==> config.mk <==
export PLATFORM = sky130hd
export DESIGN_NAME = vga_map_fetcher_flat
export DESIGN_NICKNAME = d
export VERILOG_FILES = /design/src/rtl/vga_map_fetcher_pkg.sv /design/src/rtl/vga_map_fetcher_if.sv /design/src/rtl/vga_map_addr_step.sv /design/src/rtl/vga_map_fetcher.sv /design/src/flat_wrapper.sv
export SDC_FILE = /design/constraint.sdc
export NUM_CORES = 1
export LEC_CHECK = 0
export BUFFER_PORTS_ARGS = -buffer_cell sky130_fd_sc_hd__buf_2
export CAP_MARGIN = 20
export CORE_MARGIN = 1
export CORE_UTILIZATION = 30
export DETAILED_ROUTE_END_ITERATION = 10
export PLACE_DENSITY = 0.55
export SLEW_MARGIN = 30
export SYNTH_ARGS = -nofsm -noshare
export SYNTH_HDL_FRONTEND = slang
export SYNTH_SLANG_ARGS = --single-unit
==> constraint.sdc <==
create_clock -name clk -period 2.61 [get_ports clk]
set_input_delay 0.261 -clock clk [delete_from_list [all_inputs] [get_ports clk]]
set_output_delay 0.261 -clock clk [all_outputs]
set_load 0.02 [all_outputs]
==> src/rtl/vga_map_fetcher_pkg.sv <==
// Shared definitions for the VGA map fetcher: FSM encoding, default
// screen geometry in tiles, and the widths of the tile coordinates.
package vga_map_fetcher_pkg;

  localparam int TILES_X_DEF = 40;
  localparam int TILES_Y_DEF = 30;

  localparam int ADDR_W = 16;
  localparam int DATA_W = 16;
  localparam int COL_W  = 6;
  localparam int ROW_W  = 5;

  typedef enum logic [1:0] {
    IDLE = 2'd0,
    REQ  = 2'd1,
    OUT  = 2'd2
  } state_e;

endpackage

==> src/rtl/vga_map_fetcher_if.sv <==
// Memory read port and tile delivery port of the map fetcher.
// master = fetcher side, slave = memory/renderer side.
interface vga_map_fetcher_if;
  import vga_map_fetcher_pkg::*;

  logic              mem_req;
  logic [ADDR_W-1:0] mem_addr;
  logic              mem_ack;
  logic [DATA_W-1:0] mem_rdata;

  logic              tile_valid;
  logic [DATA_W-1:0] tile_data;
  logic [COL_W-1:0]  tile_col;
  logic [ROW_W-1:0]  tile_row;
  logic              tile_ready;

  modport master (
    output mem_req, mem_addr, tile_valid, tile_data, tile_col, tile_row,
    input  mem_ack, mem_rdata, tile_ready
  );

  modport slave (
    input  mem_req, mem_addr, tile_valid, tile_data, tile_col, tile_row,
    output mem_ack, mem_rdata, tile_ready
  );

endinterface

==> src/rtl/vga_map_addr_step.sv <==
// Address walker for the visible map window. Holds the current tile
// address, the base of the current map row, the row stride and the
// column/row counters; steps them to the next tile on advance_i.
module vga_map_addr_step
  import vga_map_fetcher_pkg::*;
#(
  parameter int TILES_X = TILES_X_DEF,
  parameter int TILES_Y = TILES_Y_DEF
) (
  input  logic              clk,
  input  logic              reset,
  input  logic              load_i,
  input  logic [ADDR_W-1:0] start_addr_i,
  input  logic [ADDR_W-1:0] stride_i,
  input  logic              advance_i,
  output logic [ADDR_W-1:0] cur_addr_o,
  output logic [COL_W-1:0]  col_o,
  output logic [ROW_W-1:0]  row_o,
  output logic              last_tile_o
);

  logic [ADDR_W-1:0] row_base_q, row_base_d;
  logic [ADDR_W-1:0] cur_addr_q, cur_addr_d;
  logic [ADDR_W-1:0] stride_q,   stride_d;
  logic [COL_W-1:0]  col_q,      col_d;
  logic [ROW_W-1:0]  row_q,      row_d;
  logic              last_col;
  logic              last_row;
  logic [ADDR_W-1:0] next_row_base;

  // Next-tile computation: +1 word along a row, +stride from the row base
  // at the end of a row; sums wrap modulo 2^16.
  always_comb begin
    // NOTE: every _d gets its hold value first so no path leaves it unassigned (no latch).
    row_base_d    = row_base_q;
    cur_addr_d    = cur_addr_q;
    stride_d      = stride_q;
    col_d         = col_q;
    row_d         = row_q;
    last_col      = (col_q == COL_W'(TILES_X - 1));
    last_row      = (row_q == ROW_W'(TILES_Y - 1));
    next_row_base = row_base_q + stride_q;

    if (load_i) begin
      row_base_d = start_addr_i;
      cur_addr_d = start_addr_i;
      stride_d   = stride_i;
      col_d      = '0;
      row_d      = '0;
    end else if (advance_i && !(last_col && last_row)) begin
      if (last_col) begin
        row_base_d = next_row_base;
        cur_addr_d = next_row_base;
        col_d      = '0;
        row_d      = row_q + ROW_W'(1);
      end else begin
        cur_addr_d = cur_addr_q + ADDR_W'(1);
        col_d      = col_q + COL_W'(1);
      end
    end
  end

  // Walker state registers, cleared by the synchronous reset.
  always_ff @(posedge clk) begin
    // NOTE: non-blocking assignments so every register samples pre-edge values.
    if (reset) begin
      row_base_q <= '0;
      cur_addr_q <= '0;
      stride_q   <= '0;
      col_q      <= '0;
      row_q      <= '0;
    end else begin
      row_base_q <= row_base_d;
      cur_addr_q <= cur_addr_d;
      stride_q   <= stride_d;
      col_q      <= col_d;
      row_q      <= row_d;
    end
  end

  assign cur_addr_o  = cur_addr_q;
  assign col_o       = col_q;
  assign row_o       = row_q;
  assign last_tile_o = last_col && last_row;

endmodule

==> src/rtl/vga_map_fetcher.sv <==
// VGA map fetcher: once per frame walks the visible TILES_X x TILES_Y
// window of the level map, reading one word per tile and handing each
// word to the renderer in raster order. All outputs are registered.
module vga_map_fetcher
  import vga_map_fetcher_pkg::*;
#(
  parameter int TILES_X = TILES_X_DEF,
  parameter int TILES_Y = TILES_Y_DEF
) (
  input  logic              clk,
  input  logic              reset,
  input  logic              start,
  input  logic [ADDR_W-1:0] display_start,
  input  logic [ADDR_W-1:0] row_length,
  output logic              busy,
  output logic              frame_done,
  vga_map_fetcher_if.master bus
);

  state_e            state_q;
  logic              mem_req_q;
  logic              tile_valid_q;
  logic [DATA_W-1:0] tile_data_q;
  logic              busy_q;
  logic              frame_done_q;

  logic              load;
  logic              advance;
  logic [ADDR_W-1:0] cur_addr;
  logic [COL_W-1:0]  col;
  logic [ROW_W-1:0]  row;
  logic              last_tile;

  // start only counts in IDLE; tile_ready only counts in OUT.
  assign load    = (state_q == IDLE) && start;
  assign advance = (state_q == OUT) && bus.tile_ready;

  vga_map_addr_step #(
    .TILES_X (TILES_X),
    .TILES_Y (TILES_Y)
  ) u_addr_step (
    .clk          (clk),
    .reset        (reset),
    .load_i       (load),
    .start_addr_i (display_start),
    .stride_i     (row_length),
    .advance_i    (advance),
    .cur_addr_o   (cur_addr),
    .col_o        (col),
    .row_o        (row),
    .last_tile_o  (last_tile)
  );

  // Frame FSM with registered handshake outputs; frame_done is a one-cycle pulse.
  always_ff @(posedge clk) begin
    if (reset) begin
      state_q      <= IDLE;
      mem_req_q    <= 1'b0;
      tile_valid_q <= 1'b0;
      tile_data_q  <= '0;
      busy_q       <= 1'b0;
      frame_done_q <= 1'b0;
    end else begin
      frame_done_q <= 1'b0;
      unique case (state_q)
        IDLE: begin
          if (start) begin
            state_q   <= REQ;
            mem_req_q <= 1'b1;
            busy_q    <= 1'b1;
          end
        end
        REQ: begin
          if (bus.mem_ack) begin
            state_q      <= OUT;
            mem_req_q    <= 1'b0;
            tile_valid_q <= 1'b1;
            tile_data_q  <= bus.mem_rdata;
          end
        end
        OUT: begin
          if (bus.tile_ready) begin
            tile_valid_q <= 1'b0;
            if (last_tile) begin
              state_q      <= IDLE;
              busy_q       <= 1'b0;
              frame_done_q <= 1'b1;
            end else begin
              state_q   <= REQ;
              mem_req_q <= 1'b1;
            end
          end
        end
        default: begin
          state_q      <= IDLE;
          mem_req_q    <= 1'b0;
          tile_valid_q <= 1'b0;
          busy_q       <= 1'b0;
        end
      endcase
    end
  end

  assign bus.mem_req    = mem_req_q;
  assign bus.mem_addr   = cur_addr;
  assign bus.tile_valid = tile_valid_q;
  assign bus.tile_data  = tile_data_q;
  assign bus.tile_col   = col;
  assign bus.tile_row   = row;
  assign busy           = busy_q;
  assign frame_done     = frame_done_q;

endmodule
==> src/flat_wrapper.sv <==
// flat-port wrapper written by rule: the top's interface ports become plain ports
module vga_map_fetcher_flat import vga_map_fetcher_pkg::*;
#(
  parameter int TILES_X = TILES_X_DEF,
  parameter int TILES_Y = TILES_Y_DEF
)
  (clk, reset, start, display_start, row_length, busy, frame_done, bus_mem_req, bus_mem_addr, bus_tile_valid, bus_tile_data, bus_tile_col, bus_tile_row, bus_mem_ack, bus_mem_rdata, bus_tile_ready);
  vga_map_fetcher_if bus_i ();
  input  logic clk;
  input  logic reset;
  input  logic start;
  input  logic [ADDR_W-1:0] display_start;
  input  logic [ADDR_W-1:0] row_length;
  output logic busy;
  output logic frame_done;
  output wire logic [$bits(bus_i.mem_req)-1:0] bus_mem_req;
  output wire logic [$bits(bus_i.mem_addr)-1:0] bus_mem_addr;
  output wire logic [$bits(bus_i.tile_valid)-1:0] bus_tile_valid;
  output wire logic [$bits(bus_i.tile_data)-1:0] bus_tile_data;
  output wire logic [$bits(bus_i.tile_col)-1:0] bus_tile_col;
  output wire logic [$bits(bus_i.tile_row)-1:0] bus_tile_row;
  input wire logic [$bits(bus_i.mem_ack)-1:0] bus_mem_ack;
  input wire logic [$bits(bus_i.mem_rdata)-1:0] bus_mem_rdata;
  input wire logic [$bits(bus_i.tile_ready)-1:0] bus_tile_ready;
  assign bus_mem_req = bus_i.mem_req;
  assign bus_mem_addr = bus_i.mem_addr;
  assign bus_tile_valid = bus_i.tile_valid;
  assign bus_tile_data = bus_i.tile_data;
  assign bus_tile_col = bus_i.tile_col;
  assign bus_tile_row = bus_i.tile_row;
  assign bus_i.mem_ack = bus_mem_ack;
  assign bus_i.mem_rdata = bus_mem_rdata;
  assign bus_i.tile_ready = bus_tile_ready;
  vga_map_fetcher #(.TILES_X(TILES_X), .TILES_Y(TILES_Y)) u_core (.clk(clk), .reset(reset), .start(start), .display_start(display_start), .row_length(row_length), .busy(busy), .frame_done(frame_done), .bus(bus_i));
endmodule
==> results of run 1 <==
==> logic make-up after synthesis <==
| group | count (synthesis) |
|---|---|
| adders and majority gates | 20 |
| xor gates and xnor gates | 33 |
| AOI/OAI and AO/OA | 150 |
| and+or+nand+nor | 225 |
| buffers and inverters | 42 |
| DFF | 81 |
| muxes | 2 |
==> final cells by class <==
class | count | area (um^2) | area share
inverters | 11 | 41.3 | 0.00769
clock inverters | 4 | 20.0 | 0.00373
flip-flops and latches | 81 | 1620 | 0.302
multi-input cells | 430 | 2580 | 0.481
clock buffers | 11 | 243 | 0.0452
repair buffers | 114 | 633 | 0.118
well taps | 180 | 225 | 0.0420
==> layer usage <==
| layer | vias up | share of wire | track usage |
|---|---|---|---|
| met5 | - | 0 | 0 |
| met4 | 0 | 0.022 | 0.0770 |
| met3 | 19 | 0.045 | 0.0246 |
| met2 | 96 | 0.47 | 0.297 |
| met1 | 2092 | 0.46 | 0.242 |
| li1 | 2166 | - | - |
==> per-stage QoR <==
stage                     hold WS (ns)  power [uW]  std cells  worst slack [ns]
after floorplan                  0.397        1800        553             0.243
after global placement           0.439        2000        816             0.108
after detailed placement         0.448        2010        816            0.0515
after CTS                        0.142        3170        831            0.0357
after global routing             0.159        3310        831            0.0148
final                            0.156        3140        831             0.137
==> registers in the layout (all words and copies together), names as in the netlist, 2 cells and up <==
| signal | count |
|---|---|
| u_core.bus.tile_data | 16 |
| u_core.state_q | 2 |
| u_core.u_addr_step.col_o | 6 |
| u_core.u_addr_step.cur_addr_o | 16 |
| u_core.u_addr_step.row_base_q | 16 |
| u_core.u_addr_step.row_o | 5 |
| u_core.u_addr_step.stride_q | 16 |
==> path summary, 6_finish.rpt <==
| path | to | slack (ns) | cells past startpoint |
|---|---|---|---|
| min | u_core.u_addr_step.stride_q[14] | 0.16 | 3 |
| min reg2reg | u_core.bus.mem_req | 0.45 | 2 |
| max | u_core.u_addr_step.row_base_q[12] | 0.14 | 8 |
| max reg2reg | u_core.u_addr_step.row_base_q[12] | 0.14 | 8 |
==> power by group <==
part           leakage (uW)  switching [uW]  internal [uW]
Clock              0.000135             495            658
Sequential         0.000664            75.8           1320
Combinational       0.00143             366            226
==> critical path, stage by stage (launching register included) <==
cell and delay, ns:
dfxtp_1 0.31, ha_1 0.25, fa_2 0.37, a21o_1 0.23, a221oi_4 0.32, nor3_1 0.12
or4_1 0.51, a21oi_1 0.17, nor4_1 0.06
==> cell usage in the layout (no fill, tap or decap), types with 3 or more instances in the layout <==
master / count
o21ai_1: 7
clkinv_2: 4
nand2_1: 99
a311oi_1: 3
dfxtp_1: 81
o21ai_0: 12
o211ai_1: 5
buf_2: 99
nor3_1: 18
a211oi_1: 11
xnor2_1: 18
inv_1: 10
and3_1: 7
nor4b_1: 3
a21oi_1: 66
o21a_1: 4
ha_1: 19
nand3_1: 12
buf_4: 13
a21o_1: 5
clkbuf_16: 9
a31oi_1: 7
xor2_1: 15
nor2_1: 54
a2111oi_0: 3
nor4_1: 5
o31ai_1: 4
nand4_1: 10
==> impl_table.tex, run 1 <==
\begin{tabular}{lr}
\hline
Metric & Value \\
\hline
\multicolumn{2}{l}{\textbf{Logic synthesis}} \\
Netlist area before placement & 4370 um\^{}2 \\
Library cell with the highest instance count after synthesis & nand2\_1 \\
Largest family of logic cells by synthesized area & simple AND/OR/NAND/NOR gates \\
Number of instances in the synthesized netlist & 553 \\
Adder-Cell Fraction of Synth Area & 0.0590 \\
Average instance area after synthesis & 7.89 um\^{}2 \\
Portion of netlist area occupied by mux cells & 0.00487 \\
Seq/Total Area, Yosys & 0.371 \\
Area fraction in compound gates after synthesis & 0.224 \\
Main synth FF type & dfxtp\_1 \\
Number of flip-flops and latches in the synthesized netlist & 81 \\
Ranking of synthesized cells by instance count & 99 x nand2\_1, 81 x dfxtp\_1, 66 x a21oi\_1 \\
Biggest area contributors in the synthesized netlist & dfxtp\_1 37\%, nand2\_1 8.5\%, a21oi\_1 7.6\% \\
Syn. warnings & 0 \\
Number of library cell types mapped by synthesis & 64 \\
Area share of and/or/nand/nor cells after synthesis & 0.234 \\
EDFF count, synth & 0 \\
Share of flip-flops with an asynchronous set or reset after synthesis & 0 \\
Area share of the leading cell type in the synthesized netlist & 0.371 \\
Synthesized netlist net count & 626 \\
Fraction of synthesized cell area in xor and xnor cells & 0.0662 \\
Post-synth top area cell & dfxtp\_1 \\
\multicolumn{2}{l}{\textbf{Floorplan}} \\
Vertical die dimension & 123 um \\
Die Span X & 123 um \\
Die footprint & 15000 um\^{}2 \\
Starting Density & 0.311 \\
Area of the core & 14000 um\^{}2 \\
I/O pin count & 100 \\
Core Rows & 43 \\
\multicolumn{2}{l}{\textbf{STA}} \\
Max Freq & 404 MHz \\
Setup repair after global routing missed its margin & false \\
Clock Skews & 0.00839 ns \\
Final setup violating endpoints & 0 \\
Max transition margin & 0.585 \\
Number of pins exceeding their max-slew limit in the final report & 0 \\
Final worst path period need & 2.47 ns \\
Slew at the pin with the worst max-slew slack & 0.620 ns \\
Final TNS setup & 0 ns \\
Number of hold-slack violations in the final timing report & 0 \\
Final cycle utilization of the critical path & 0.948 \\
\multicolumn{2}{l}{\textbf{Layout}} \\
Filler Cells Inserted & 1467 \\
Antenna cells & 0 \\
Post-route core utilization & 0.382 \\
Fraction of layout instances using a drive strength above 1 & 0.215 \\
Final net count & 720 \\
Synthesis-to-finish area growth & 22.9\% \\
Area of all placed cells without fillers & 5370 um\^{}2 \\
\multicolumn{2}{l}{\textbf{Worst setup path}} \\
Startpoint of the lowest-slack register-to-register path & u\_core.u\_addr\_step.row\_base\_q[0] \\
Critical path startpoint category & register \\
Setup CP Type & register to register \\
Critical Path End Type & register \\
Beginning of the critical path & u\_core.u\_addr\_step.row\_base\_q[0] \\
Worst-path maximum fanout & 3 \\
Req. time, crit path & 2.82 ns \\
Arrival time reported for the critical path endpoint & 2.69 ns \\
\multicolumn{2}{l}{\textbf{Detailed routing}} \\
Count of unresolved DRC violations after routing & 0 \\
Routed vias & 4373 \\
Wirelength per Cell & 16.0 um \\
Violation count after the first detailed-routing iteration & 207 \\
First-pass detailed-route iteration total & 5 \\
Average vias per placed instance & 5.26 \\
Final wirelength & 13.3 mm \\
Count of nets left with antenna violations after detail routing & 0 \\
\multicolumn{2}{l}{\textbf{Placed design}} \\
Count of input and output buffers & 99 \\
Weighted congestion at the end of routability-driven global placement & 0.885 \\
Post-placement cell area & 5090 um\^{}2 \\
Post-detailed-placement half-perimeter wirelength & 9.90 mm \\
\multicolumn{2}{l}{\textbf{Power and ir drop}} \\
LEAKAGE & 0.00223 uW \\
Pwr per Cell Area & 585 nW/um\^{}2 \\
Peak supply drop & 0.000271 V \\
\multicolumn{2}{l}{\textbf{Clock tree}} \\
Number of post-CTS setup repair buffers & 0 \\
CTS Root Buffer Type & clkbuf\_16 \\
Number of buffers added by the clock tree synthesis step & 9 \\
CTS tree & yes \\
Count of cells resized by post-cts repair & 0 \\
Total number of clock tree sinks & 81 \\
Number of buffers inserted for hold repair after clock tree synthesis & 0 \\
Number of H-tree branching levels & 3 \\
Buffers from clock root to sink, at most & 2 \\
Clk slew on worst S/H paths & 0.06 ns \\
Clock latency of the later-clocked register in the worst-skew pair & 0.34 ns \\
\multicolumn{2}{l}{\textbf{Run}} \\
Number of maximum-capacitance constraint violations & 0 \\
\multicolumn{2}{l}{\textbf{Global route}} \\
Largest net degree at the start of global routing & 68 \\
Global-route wire length before repair & 21.1 mm \\
Number of global-route vias before repair & 4062 \\
Antenna violations before repair & 0 \\
GRT overflow & 0 \\
GRT Resource Usage Total & 0.183 \\
\multicolumn{2}{l}{\textbf{Min path}} \\
Worst hold start & row\_length[14] \\
Type of the worst min-delay path & primary input to register \\
\multicolumn{2}{l}{\textbf{Outcome}} \\
Status & finished, final reports clean \\
\hline
\end{tabular}
(Power assumes the default switching activity.)
==> inputs of run 2 (changes only) <==
--- a/config.mk
+++ b/config.mk
@@ -7,6 +7,7 @@
 export LEC_CHECK = 0
 export BUFFER_PORTS_ARGS = -buffer_cell sky130_fd_sc_hd__buf_2
 export CAP_MARGIN = 20
+export CORE_ASPECT_RATIO = 1.75
 export CORE_MARGIN = 1
 export CORE_UTILIZATION = 30
 export DETAILED_ROUTE_END_ITERATION = 10
==> run 2 against run 1 <==
Net effect:
- the flow now finishes with violations (design-rule violations)
- sequential power about the same
- clock skew increased by 0.0024 ns
- sequential cell count stayed put
- critical path type unchanged
- via count fell by 1.5%
- final area shrank 0.28%
- highest routed layer unchanged
==> impl_table.tex, run 2 (same netlist as run 1, synthesis figures left out) <==
\begin{tabular}{lr}
\hline
Metric & Value \\
\hline
\multicolumn{2}{l}{\textbf{STA}} \\
Number of hold-slack violations in the final timing report & 0 (unchanged) \\
Final setup violating endpoints & 0 (unchanged) \\
Final worst path period need & 2.45 ns (was 2.47 ns) \\
Max transition margin & 0.564 (was 0.585) \\
Slew at the pin with the worst max-slew slack & 0.653 ns (was 0.620 ns) \\
Number of pins exceeding their max-slew limit in the final report & 0 (unchanged) \\
Final cycle utilization of the critical path & 0.940 (was 0.948) \\
Clock Skews & 0.0107 ns (was 0.00839 ns) \\
Max Freq & 408 MHz (was 404 MHz) \\
Final TNS setup & 0 ns (unchanged) \\
Setup repair after global routing missed its margin & false (unchanged) \\
\multicolumn{2}{l}{\textbf{Clock tree}} \\
Clk slew on worst S/H paths & 0.07 ns (was 0.06 ns) \\
Number of buffers inserted for hold repair after clock tree synthesis & 0 (unchanged) \\
Count of cells resized by post-cts repair & 0 (unchanged) \\
Number of H-tree branching levels & 3 (unchanged) \\
Buffers from clock root to sink, at most & 2 (unchanged) \\
Clock latency of the later-clocked register in the worst-skew pair & 0.34 ns (about the same) \\
CTS Root Buffer Type & clkbuf\_16 (unchanged) \\
Number of post-CTS setup repair buffers & 0 (unchanged) \\
Total number of clock tree sinks & 81 (unchanged) \\
Number of buffers added by the clock tree synthesis step & 9 (unchanged) \\
CTS tree & yes (unchanged) \\
\multicolumn{2}{l}{\textbf{Global route}} \\
GRT overflow & 0 (unchanged) \\
Number of global-route vias before repair & 4139 (was 4062) \\
GRT Resource Usage Total & 0.178 (was 0.183) \\
Antenna violations before repair & 0 (unchanged) \\
Global-route wire length before repair & 20.7 mm (was 21.1 mm) \\
Largest net degree at the start of global routing & 45 (was 68) \\
\multicolumn{2}{l}{\textbf{Worst setup path}} \\
Critical Path End Type & register (unchanged) \\
Req. time, crit path & 2.84 ns (was 2.82 ns) \\
Cell breakdown of the critical path & ha\_1 -> fa\_1 -> a21o\_1 -> a221oi\_2 -> buf\_4 -> nor3\_1 -> or4\_1 -> a21oi\_1 -> nor4\_1 (was ha\_1 -> fa\_2 -> a21o\_1 -> a221oi\_4 -> nor3\_1 -> or4\_1 -> a21oi\_1 -> nor4\_1) \\
Arrival time reported for the critical path endpoint & 2.68 ns (was 2.69 ns) \\
Setup CP Type & register to register (unchanged) \\
Startpoint of the lowest-slack register-to-register path & u\_core.u\_addr\_step.row\_base\_q[0] (unchanged) \\
Gate family responsible for the most delay along the worst path & adder cells (was compound AO/OA/AOI/OAI gates) \\
Critical-path top delay cell & or4\_1 (unchanged) \\
Bufs and invs on worst path & 1 (was 0) \\
Beginning of the critical path & u\_core.u\_addr\_step.row\_base\_q[0] (unchanged) \\
Critical path startpoint category & register (unchanged) \\
Biggest cell delay along the critical path & 0.49 ns (was 0.51 ns) \\
Worst-path maximum fanout & 4 (was 3) \\
\multicolumn{2}{l}{\textbf{Floorplan}} \\
Die Span X & 93.2 um (was 123 um) \\
Vertical die dimension & 162 um (was 123 um) \\
Area of the core & 14300 um\^{}2 (was 14000 um\^{}2) \\
I/O pin count & 100 (unchanged) \\
Die footprint & 15100 um\^{}2 (was 15000 um\^{}2) \\
Core Rows & 58 (was 43) \\
Starting Density & 0.305 (was 0.311) \\
\multicolumn{2}{l}{\textbf{Outcome}} \\
Violations in the final reports & design-rule violations \\
Status & finished with violations (was finished, final reports clean) \\
\multicolumn{2}{l}{\textbf{Placed design}} \\
Weighted congestion at the end of routability-driven global placement & 0.879 (was 0.885) \\
Post-detailed-placement half-perimeter wirelength & 10.1 mm (was 9.90 mm) \\
Count of input and output buffers & 99 (unchanged) \\
\multicolumn{2}{l}{\textbf{Run}} \\
Number of maximum-capacitance constraint violations & 0 (unchanged) \\
\multicolumn{2}{l}{\textbf{Detailed routing}} \\
Count of unresolved DRC violations after routing & 1 (was 0) \\
First-pass detailed-route iteration total & 10 (was 5) \\
Count of nets left with antenna violations after detail routing & 0 (unchanged) \\
Routed vias & 4307 (was 4373) \\
Violation count after the first detailed-routing iteration & 202 (was 207) \\
Wirelength per Cell & 16.0 um (about the same) \\
Average vias per placed instance & 5.20 (was 5.26) \\
Final wirelength & 13.3 mm (about the same) \\
\multicolumn{2}{l}{\textbf{Power and ir drop}} \\
LEAKAGE & 0.00223 uW (about the same) \\
Pwr per Cell Area & 601 nW/um\^{}2 (was 585 nW/um\^{}2) \\
Power Total & 3220 uW (was 3140 uW) \\
Peak supply drop & 0.000297 V (was 0.000271 V) \\
\multicolumn{2}{l}{\textbf{Layout}} \\
Filler Cells Inserted & 1488 (was 1467) \\
Synthesis-to-finish area growth & 22.6\% (was 22.9\%) \\
Top library cells by usage in the layout, fill and taps aside & 99 x nand2\_1, 99 x buf\_2, 81 x dfxtp\_1 (unchanged) \\
Fraction of layout instances using a drive strength above 1 & 0.213 (was 0.215) \\
Antenna cells & 0 (unchanged) \\
Final net count & 717 (was 720) \\
\multicolumn{2}{l}{\textbf{Min path}} \\
Type of the worst min-delay path & primary input to register (unchanged) \\
Worst hold start & bus\_mem\_rdata[15] (was row\_length[14]) \\
\hline
\end{tabular}
-- run 2: tightest hold or removal path: stages --
cell and delay [ns]:
buf_2 0.09, nand2_1 0.04, a21oi_1 0.05
-- run 2: per-stage QoR --
| stage | hold slack, ns | utilization | cells | cell area (um^2) | setup slack [ns] |
|---|---|---|---|---|---|
| finish | 0.152 | 0.374 | 829 | 5350 | 0.157 |
| global route | 0.155 | 0.374 | 829 | 5350 | 0.0565 |
| CTS | 0.138 | 0.374 | 829 | 5350 | 0.144 |
| detailed placement | 0.447 | 0.354 | 813 | 5070 | 0.156 |
| global placement | 0.440 | 0.354 | 813 | 5070 | 0.166 |
| floorplan | 0.397 | - | 553 | 4370 | 0.243 |
-- run 2: path summary, 6_finish.rpt --
check / slack, ns / end / depth (start not counted)
max: 0.16 / u_core.u_addr_step.row_base_q[12] / 9
min: 0.15 / u_core.bus.tile_data[15] / 3
max reg2reg: 0.16 / u_core.u_addr_step.row_base_q[12] / 9
min reg2reg: 0.45 / u_core.bus.tile_data[11] / 2
-- run 2: per-layer routing --
layer	up-vias	wire, um	GRT usage
li1	2156	-	-
met1	2005	5190	0.191
met2	119	7130	0.324
met3	27	496	0.0306
met4	0	484	0.0958
met5	-	0	0
-- run 2: cell type report --
class / count / area [um^2] / area share
inverters: 11 / 41.3 / 0.00772
flip-flops and latches: 81 / 1620 / 0.303
repair buffers: 111 / 611 / 0.114
well taps: 180 / 225 / 0.0421
clock inverters: 7 / 60.1 / 0.0112
clock buffers: 9 / 225 / 0.0421
multi-input cells: 430 / 2570 / 0.480
-- run 2: power breakdown --
group / total, uW / leakage [uW] / internal, uW / switching [uW]
logic: 583 / 0.00142 / 221 / 362
clock network: 1240 / 0.000143 / 666 / 579
registers: 1390 / 0.000664 / 1320 / 73.9
total: 3220 / 0.00223 / 2200 / 1010
==> inputs of run 3 (changes only) <==
--- a/config.mk
+++ b/config.mk
@@ -11,6 +11,7 @@
 export CORE_MARGIN = 1
 export CORE_UTILIZATION = 30
 export DETAILED_ROUTE_END_ITERATION = 10
+export HOLD_SLACK_MARGIN = 0.05
 export PLACE_DENSITY = 0.55
 export SLEW_MARGIN = 30
 export SYNTH_ARGS = -nofsm -noshare
==> constraint.sdc (replaced) <==
create_clock -name clk -period 2.61 [get_ports clk]
set_input_delay 0.522 -clock clk [delete_from_list [all_inputs] [get_ports clk]]
set_output_delay 0.522 -clock clk [all_outputs]
set_load 0.02 [all_outputs]
==> run 3 against run 2 <==
Net effect:
- the run still ends with design-rule violations left
- utilization increased by 0.14 points
- via count shrank 0.30%
- register-to-register slack worse by 0.02 ns
- sequential share of layout area down 0.11 points
- clock-buffer cell count up 2
- clock skew grew 0.00058 ns
- final area increased by 0.37%
- first-iteration DRC count fell by 31%
- clock power barely moved
- power down 0.90%
- maximum frequency fell by 0.65%
- worst setup slack worse by 0.016 ns
==> impl_table.tex, run 3 (same netlist as run 1, synthesis figures left out) <==
\begin{tabular}{lr}
\hline
Metric & Value \\
\hline
\multicolumn{2}{l}{\textbf{Layout}} \\
Top library cells by usage in the layout, fill and taps aside & 99 x nand2\_1, 99 x buf\_2, 81 x dfxtp\_1 (unchanged) \\
Filler Cells Inserted & 1495 (was 1488) \\
Combined flip-flop and latch cell area & 1620 um\^{}2 (unchanged) \\
Fraction of layout instances using a drive strength above 1 & 0.215 (was 0.213) \\
Post-route core utilization & 0.376 (was 0.374) \\
Synthesis-to-finish area growth & 23.0\% (was 22.6\%) \\
Final net count & 719 (was 717) \\
Area taken by multi-input logic gates & 2570 um\^{}2 (about the same) \\
\multicolumn{2}{l}{\textbf{STA}} \\
Slew at the pin with the worst max-slew slack & 0.629 ns (was 0.653 ns) \\
Clock Skews & 0.0113 ns (was 0.0107 ns) \\
Final worst path period need & 2.47 ns (was 2.45 ns) \\
Final cycle utilization of the critical path & 0.946 (was 0.940) \\
Number of pins exceeding their max-slew limit in the final report & 0 (unchanged) \\
Number of hold-slack violations in the final timing report & 0 (unchanged) \\
Setup repair after global routing missed its margin & false (unchanged) \\
Final setup violating endpoints & 0 (unchanged) \\
Max transition margin & 0.579 (was 0.564) \\
Final TNS setup & 0 ns (unchanged) \\
Max Freq & 405 MHz (was 408 MHz) \\
\multicolumn{2}{l}{\textbf{Clock tree}} \\
CTS Root Buffer Type & clkbuf\_16 (unchanged) \\
Number of buffers added by the clock tree synthesis step & 9 (unchanged) \\
Clk slew on worst S/H paths & 0.07 ns (about the same) \\
Buffers from clock root to sink, at most & 2 (unchanged) \\
Total number of clock tree sinks & 81 (unchanged) \\
Clock latency of the later-clocked register in the worst-skew pair & 0.34 ns (about the same) \\
CTS tree & yes (unchanged) \\
Number of buffers inserted for hold repair after clock tree synthesis & 0 (unchanged) \\
Number of H-tree branching levels & 3 (unchanged) \\
\multicolumn{2}{l}{\textbf{Detailed routing}} \\
Violation count after the first detailed-routing iteration & 140 (was 202) \\
Wirelength per Cell & 16.1 um (was 16.0 um) \\
Final wirelength & 13.4 mm (was 13.3 mm) \\
First-pass detailed-route iteration total & 10 (unchanged) \\
Count of unresolved DRC violations after routing & 1 (unchanged) \\
Average vias per placed instance & 5.16 (was 5.20) \\
Routed vias & 4294 (was 4307) \\
Count of nets left with antenna violations after detail routing & 0 (unchanged) \\
\multicolumn{2}{l}{\textbf{Min path}} \\
Type of the worst min-delay path & primary input to register (unchanged) \\
\multicolumn{2}{l}{\textbf{Worst setup path}} \\
Cell breakdown of the critical path & ha\_1 -> fa\_1 -> a21o\_1 -> a221oi\_2 -> buf\_4 -> nor3\_1 -> or4\_1 -> a21oi\_1 -> nor4\_1 (unchanged) \\
Setup CP Type & register to register (unchanged) \\
Critical path startpoint category & register (unchanged) \\
Gate family responsible for the most delay along the worst path & adder cells (unchanged) \\
Arrival time reported for the critical path endpoint & 2.68 ns (about the same) \\
Critical Path End Type & register (unchanged) \\
Flop2flop setup slack & 0.14 ns (was 0.16 ns) \\
Critical-path top delay cell & or4\_1 (unchanged) \\
Bufs and invs on worst path & 1 (unchanged) \\
Worst-path maximum fanout & 4 (unchanged) \\
Biggest cell delay along the critical path & 0.49 ns (about the same) \\
Req. time, crit path & 2.82 ns (was 2.84 ns) \\
\multicolumn{2}{l}{\textbf{Global route}} \\
Largest net degree at the start of global routing & 68 (was 45) \\
Antenna violations before repair & 1 (was 0) \\
Global-route wire length before repair & 21.0 mm (was 20.7 mm) \\
GRT Resource Usage Total & 0.180 (was 0.178) \\
GRT overflow & 0 (unchanged) \\
Number of global-route vias before repair & 4166 (was 4139) \\
\multicolumn{2}{l}{\textbf{Floorplan}} \\
Vertical die dimension & 162 um (unchanged) \\
I/O pin count & 100 (unchanged) \\
Core Rows & 58 (unchanged) \\
Die Span X & 93.2 um (unchanged) \\
Area of the core & 14300 um\^{}2 (unchanged) \\
Starting Density & 0.305 (unchanged) \\
Die footprint & 15100 um\^{}2 (unchanged) \\
\multicolumn{2}{l}{\textbf{Power and ir drop}} \\
Pwr per Cell Area & 593 nW/um\^{}2 (was 601 nW/um\^{}2) \\
Peak supply drop & 0.000282 V (was 0.000297 V) \\
LEAKAGE & 0.00222 uW (was 0.00223 uW) \\
\multicolumn{2}{l}{\textbf{Placed design}} \\
Post-detailed-placement half-perimeter wirelength & 10.3 mm (was 10.1 mm) \\
Count of input and output buffers & 99 (unchanged) \\
Weighted congestion at the end of routability-driven global placement & 0.849 (was 0.879) \\
\multicolumn{2}{l}{\textbf{Outcome}} \\
Violations in the final reports & design-rule violations (unchanged) \\
Status & finished with violations (unchanged) \\
\multicolumn{2}{l}{\textbf{Run}} \\
Number of maximum-capacitance constraint violations & 0 (unchanged) \\
\hline
\end{tabular}
[run 3: cell count changes in the layout (fill, tap and decap cells not counted), sizes merged]
cell and delta:
buf +2, clkbuf +2, inv -4, clkinvlp +4, clkinv -2, diode +1
[run 3: layer usage]
layer / up-vias / routed length, um / global-route usage
met3: 25 / 451 / 0.0268
li1: 2157 / - / -
met1: 2003 / 5280 / 0.195
met2: 109 / 7100 / 0.331
met4: 0 / 518 / 0.0930
met5: - / 0 / 0
[run 3: timing repair]
item                                    CTS  global route
setup buffers                             0             0
resized for setup                         0             2
endpoints found under the setup margin    0             2
[run 3: per-stage QoR]
| step | instances | power (uW) | instance area (um^2) | setup slack, ns | hold WS (ns) |
|---|---|---|---|---|---|
| floorplan | 553 | 1800 | 4370 | 0.243 | 0.440 |
| global placement | 815 | 1990 | 5080 | 0.194 | 0.440 |
| detailed placement | 815 | 2000 | 5080 | 0.172 | 0.446 |
| CTS | 831 | 3220 | 5360 | 0.151 | 0.406 |
| global route | 832 | 3330 | 5370 | 0.0138 | 0.416 |
| finish | 832 | 3190 | 5370 | 0.141 | 0.416 |
[run 3: path summary, 6_finish.rpt]
kind	start	end	cells past startpoint
worst max-delay path	u_core.u_addr_step.row_base_q[0]	u_core.u_addr_step.row_base_q[12]	9
worst min-delay path	bus_mem_rdata[15]	u_core.bus.tile_data[15]	3
worst max register to register	u_core.u_addr_step.row_base_q[0]	u_core.u_addr_step.row_base_q[12]	9
worst min register to register	u_core.bus.tile_data[13]	u_core.bus.tile_data[13]	2
[run 3: cell type report]
cell class / count / area share
multi-input cells: 430 / 0.479
well taps: 180 / 0.0419
flip-flops and latches: 81 / 0.302
inverters: 11 / 0.00769
clock buffers: 11 / 0.0452
clock inverters: 5 / 0.00722
repair buffers: 113 / 0.116
diodes: 1 / 0.000466
[run 3: where the power goes]
group	leakage [uW]	switching (uW)	internal [uW]
Combinational	0.00143	364	224
Sequential	0.000664	73.3	1320
Clock	0.000124	536	675
Total	0.00222	974	2210
[run 3: tightest hold or removal path: cells and delay by family]
| kind | cells | cell delay, ns |
|---|---|---|
| compound gates | 1 | 0.05 |
| buf+inv | 1 | 0.09 |
| simple gates | 1 | 0.04 |
